--- src/rtl/io_mmio.sv ---
// io_mmio: memory-mapped data RAM plus GPIO_CH GPIO channels on the Yduck data bus.
//
// Ports:
//   clk       - clock, all state changes on the rising edge
//   rst       - synchronous active-high reset
//   din       - write data
//   addr      - word address
//   we        - 1 = write this cycle, 0 = read this cycle
//   dout      - registered read data, held while we=1
//   gpio_in   - asynchronous channel inputs, channel c at [c*DW +: DW]
//   gpio_out  - channel output registers, same packing
//   irq       - OR over all channels of (IFG & IE)
//
// Address map: RAM at 0 .. 2**RAM_AW-1; channel c register k at IO_BASE + 4c + k
// (k: 0 IN, 1 OUT, 2 IE, 3 IFG with write-1-to-clear). Everything else reads 0.
//
// Optional feature macro: IO_IRQ_EN. When undefined, no edge-history, IE or IFG
// flops exist, IE/IFG read as 0 and irq is tied low.
module io_mmio #(
  parameter int DW      = 16,
  parameter int AW      = 13,
  parameter int RAM_AW  = 7,
  parameter int GPIO_CH = 2,
  parameter int IO_BASE = 16'h100
) (
  input  logic                  clk,
  input  logic                  rst,
  input  logic [DW-1:0]         din,
  input  logic [AW-1:0]         addr,
  input  logic                  we,
  output logic [DW-1:0]         dout,
  input  logic [GPIO_CH*DW-1:0] gpio_in,
  output logic [GPIO_CH*DW-1:0] gpio_out,
  output logic                  irq
);

  localparam int RAM_DEPTH = 2 ** RAM_AW;
  localparam int GW        = GPIO_CH * DW;
  // Compares are done one bit wider so an I/O window ending exactly at 2**AW does not wrap.
  localparam logic [AW:0] RAM_END = (AW+1)'(RAM_DEPTH);
  localparam logic [AW:0] IO_LO   = (AW+1)'(IO_BASE);
  localparam logic [AW:0] IO_HI   = (AW+1)'(IO_BASE + 4 * GPIO_CH);

  logic [DW-1:0]      mem [RAM_DEPTH];
  logic [GW-1:0]      s1_q, s2_q;
  logic [GW-1:0]      out_q, out_d;
  logic [DW-1:0]      dout_q, dout_d;
  logic [DW-1:0]      io_rdata_s, ch_rd_s;
  logic               ram_sel_s, io_sel_s;
  logic [AW:0]        io_off_s;
  logic [1:0]         reg_k_s;
  int                 ch_s;
  logic [GPIO_CH-1:0] hit_s;

`ifdef IO_IRQ_EN
  logic [GW-1:0] s3_q;
  logic [GW-1:0] ie_q, ie_d;
  logic [GW-1:0] ifg_q, ifg_d;
  logic [GW-1:0] rise_s;
  logic [DW-1:0] clr_s;
`endif

  // Address decode: RAM window, I/O window, channel index and register index
  always_comb begin
    ram_sel_s = ({1'b0, addr} < RAM_END);
    io_sel_s  = ({1'b0, addr} >= IO_LO) && ({1'b0, addr} < IO_HI);
    io_off_s  = {1'b0, addr} - IO_LO;
    reg_k_s   = io_off_s[1:0];
    ch_s      = int'(io_off_s[AW:2]);
    hit_s     = '0;
    for (int c = 0; c < GPIO_CH; c++) begin
      hit_s[c] = io_sel_s && (ch_s == c);
    end
  end

  // Per-channel register writes, interrupt flag update and read mux
  always_comb begin
    out_d      = out_q;
    io_rdata_s = '0;
    ch_rd_s    = '0;
`ifdef IO_IRQ_EN
    ie_d   = ie_q;
    ifg_d  = ifg_q;
    rise_s = s2_q & ~s3_q;
    clr_s  = '0;
`endif
    for (int c = 0; c < GPIO_CH; c++) begin
      out_d[c*DW +: DW] = (we && hit_s[c] && (reg_k_s == 2'd1)) ? din : out_q[c*DW +: DW];
`ifdef IO_IRQ_EN
      ie_d[c*DW +: DW]  = (we && hit_s[c] && (reg_k_s == 2'd2)) ? din : ie_q[c*DW +: DW];
      clr_s             = (we && hit_s[c] && (reg_k_s == 2'd3)) ? din : {DW{1'b0}};
      // A rising edge in the same cycle as a W1C clear keeps the flag set.
      ifg_d[c*DW +: DW] = (ifg_q[c*DW +: DW] & ~clr_s) | rise_s[c*DW +: DW];
`endif
      case (reg_k_s)
        2'd0:    ch_rd_s = s2_q[c*DW +: DW];
        2'd1:    ch_rd_s = out_q[c*DW +: DW];
`ifdef IO_IRQ_EN
        2'd2:    ch_rd_s = ie_q[c*DW +: DW];
        2'd3:    ch_rd_s = ifg_q[c*DW +: DW];
`endif
        default: ch_rd_s = {DW{1'b0}};
      endcase
      io_rdata_s = io_rdata_s | (hit_s[c] ? ch_rd_s : {DW{1'b0}});
    end
  end

  // Read data: hold during writes, otherwise capture RAM or I/O value (0 if unmapped)
  always_comb begin
    if (we) begin
      dout_d = dout_q;
    end else if (ram_sel_s) begin
      dout_d = mem[addr[RAM_AW-1:0]];
    end else begin
      dout_d = io_rdata_s;
    end
  end

  // Synchroniser, output registers and read-data register
  always_ff @(posedge clk) begin
    if (rst) begin
      s1_q   <= '0;
      s2_q   <= '0;
      out_q  <= '0;
      dout_q <= '0;
    end else begin
      s1_q   <= gpio_in;
      s2_q   <= s1_q;
      out_q  <= out_d;
      dout_q <= dout_d;
    end
  end

`ifdef IO_IRQ_EN
  // Edge-history flop and interrupt enable/flag registers
  always_ff @(posedge clk) begin
    if (rst) begin
      s3_q  <= '0;
      ie_q  <= '0;
      ifg_q <= '0;
    end else begin
      s3_q  <= s2_q;
      ie_q  <= ie_d;
      ifg_q <= ifg_d;
    end
  end

  assign irq = |(ifg_q & ie_q);
`else
  assign irq = 1'b0;
`endif

  // RAM write port; contents are deliberately not reset, and reset blocks writes
  always_ff @(posedge clk) begin
    if (!rst && we && ram_sel_s) begin
      mem[addr[RAM_AW-1:0]] <= din;
    end
  end

  assign dout     = dout_q;
  assign gpio_out = out_q;

endmodule

--- config.mk ---
export PLATFORM = sky130hd
export DESIGN_NAME = io_mmio
export DESIGN_NICKNAME = d
export VERILOG_FILES = /design/src/rtl/io_mmio.sv
export SDC_FILE = /design/constraint.sdc
export NUM_CORES = 2
export LEC_CHECK = 0
export ABC_AREA = 1
export CORE_ASPECT_RATIO = 1.1
export CORE_MARGIN = 2
export CORE_UTILIZATION = 27
export DETAILED_ROUTE_END_ITERATION = 7
export HOLD_SLACK_MARGIN = 0.02
export SLEW_MARGIN = 15
export SYNTH_ARGS = -nofsm -noshare
export SYNTH_HDL_FRONTEND = slang
export SYNTH_SLANG_ARGS = --single-unit
--- constraint.sdc ---
create_clock -name clk -period 3.73 [get_ports clk]
set_input_delay 0.746 -clock clk [delete_from_list [all_inputs] [get_ports clk]]
set_output_delay 0.746 -clock clk [all_outputs]
set_load 0.1 [all_outputs]
==> results.txt <==
Critical Path Max Stage Delay: 1.24 ns
# fillers: 32536
share of cells above drive strength 1: 10.9%
most frequent cells in the layout: 2734 x nand2_1, 2048 x edfxtp_1, 756 x nor2_1
final setup vio count: 0
Core Area: 0.326 mm^2
Mapped Nets: 8181
drt pass-1 iters: 7
I/O Buffers: 111
crit path buf inv count: 1
CP Class: reg2out
Layout Nets: 8435
unrepaired setup endpoints after global routing: no
main combinational cell family by area after synthesis: simple AND/OR/NAND/NOR gates
fmax: 289 MHz
sequential area share after synthesis: 72.1%
GRT Residual Overflow: 0
synth warn: 0
DIE WIDTH: 550 um
First DRT Iteration DRCs: 6901
Core Util, Final: 32.0%
global-route wire length before repair: 390000 um
prevailing post-synth register cell: edfxtp_1
Mean Syn Cell Area: 10.9 um^2
Post-Route Skew: 0.0437 ns
cells along the critical path: clkdlybuf4s50_1
Num Clock Sinks: 2160
Hold Slack: 0.266 ns
Total Wirelength: 270000 um
Post-Synth Simple-Gate Area: 19.6%
critical path capture point type: output port
post-synth top area cell: edfxtp_1
Final period util: 92.7%
CTS Root Buffer Type: clkbuf_16
Clock transition at path regs: 0.07 ns
EDFF count, synth: 2048
die area: 0.332 mm^2
VDD IR max: 0.361 mV
part of the power in combinational logic: 6.4%
TritonCTS Buffers: 212
Initial Util: 27.1%
Worst Tran Pin Value: 1.07 ns
Finished Cell Area: 0.104 mm^2
Worst-Skew Late Latency: 0.88 ns
Pwr per Cell Area: 489 mW/mm^2
Rows: 220
mux share of post-synthesis cell area: 0%
CP Data Arrival Time: 2.71 ns
P_int: 39.4 mW
commonest non-fill, non-tap cell in the layout: nand2_1
synth top area cells: edfxtp_1 70%, nand2_1 12%, nand3_1 4.0%
critical path peak fanout: 2
cells after synthesis: 8117
Sequential Power Share: 52.0%
Post-Synth XOR/XNOR Area: 0%
largest net degree at the start of global routing: 102
Final Hold Vio Count: 0
Placed Area: 0.0977 mm^2
drt drc: 0
Post-CTS Hold Buffers: 0
synthesized area: 0.0884 mm^2
TritonCTS clock tree: built
H-tree depth: 4
Async SR Flop Fraction: 0%
P&R area growth vs syn: 18.2%
PostCTS Resize Cnt: 0
max-slew violations: 0
Setup Fix Bufs, Post-CTS: 0
total negative slack: 0 ns
CP top delay family: buffers and inverters
post-synthesis register bit count: 2160
via/cell ratio: 4.65
synth unique cells: 29
Pleak: 38.7 nW
Yosys top cell area share: 69.6%
GR Util All Layers: 15.8%
Post-Synth Adder-Cell Area: 0%
Placer Congestion: 0.943
initial antenna violation count: 5
DR WL/cell: 21.0 um
clk buf depth: 4
Final min period: 3.46 ns
number of global-route vias before repair: 56487
Die Ht: 604 um
Min-Delay Path Class: in2reg
Max Cap Viol: 0
CP Launch Type: flop
Sw Pwr: 11.6 mW
sw frac: 22.8%
outcome: completed
remaining antenna violation count after routing: 0
slowest CP cell: clkdlybuf4s50_1
total power: 51.1 mW
I/O pin count: 113
Synth Area in Compound Gates: 3.45%
clock network power share: 41.6%
HPWL reported at the end of detailed placement: 166000 um
vias after detailed routing: 59803
worst relative slew slack: 28.1%
WP data required: 2.98 ns
[cell families (layout without fill, tap and decap cells)]
logic type,count (synthesis),count (layout)
DFF,2160,2160
AOI/OAI and AO/OA,564,564
other,1,7
buffers and inverters,1110,1527
and+or+nand+nor,4282,4282
[power groups by stage]
stage                     combinational, mW  clock (mW)  sequential, mW
after global placement                 3.20           0            27.1
after global routing                   3.45        22.4            26.5
after floorplan                        1.45           0            27.1
after CTS                              3.22        21.5            26.5
final                                  3.24        21.3            26.5
after detailed placement               3.21           0            27.1
[cell type report]
| type | count | area [um^2] | share of cell area, % |
|---|---|---|---|
| Multi-Input combinational cell | 4847 | 20400 | 19.5 |
| Timing Repair Buffer | 484 | 5610 | 5.37 |
| Antenna cell | 6 | 15.0 | 0.0144 |
| Tap cell | 4329 | 5420 | 5.19 |
| Sequential cell | 2160 | 63700 | 61.0 |
| Clock buffer | 259 | 5580 | 5.34 |
| Inverter | 666 | 2530 | 2.42 |
| Clock inverter | 118 | 1170 | 1.12 |
[through the flow]
| step | setup WS (ns) | std cells |
|---|---|---|
| detailed placement | 0.311 | 12486 |
| floorplan | 0.324 | 8117 |
| global placement | 0.327 | 12486 |
| global route | 0.282 | 12865 |
| finish | 0.273 | 12869 |
| CTS | 0.239 | 12863 |
[cells in the mapped netlist, drive strengths merged (32+ instances only)]
| cell type | count |
|---|---|
| a211oi | 32 |
| nand4 | 56 |
| o211ai | 36 |
| clkbuf | 297 |
| inv | 655 |
| o21ai | 208 |
| nand3 | 715 |
| a21oi | 256 |
| edfxtp | 2048 |
| nor2 | 771 |
| dfxtp | 112 |
| nand2 | 2736 |
| buf | 147 |
[worst paths after layout]
path,from,endpoint,slack [ns],cells after the start
setup / recovery,dout[3],dout[3],0.27,1
hold / removal,din[8],mem[44][8],0.27,1
setup reg to reg,mem[87][10],dout[10],1.46,12
hold reg to reg,s1_q[31],s2_q[31],0.40,2
[metal layers]
layer | GRT usage [%] | vias to the layer above | part of all wire, %
li1 | - | 27601 | -
met4 | 7.13 | 0 | 4.8
met5 | 0 | - | 0
met2 | 26.1 | 2480 | 47
met1 | 20.6 | 29217 | 40
met3 | 2.24 | 505 | 7.9
[registers in the layout, summed over array words and instances (netlist names)]
name / cells
dout: 16
gpio_out: 32
mem: 2048
s1_q: 32
s2_q: 32
Power figures use the tool's default switching activity.
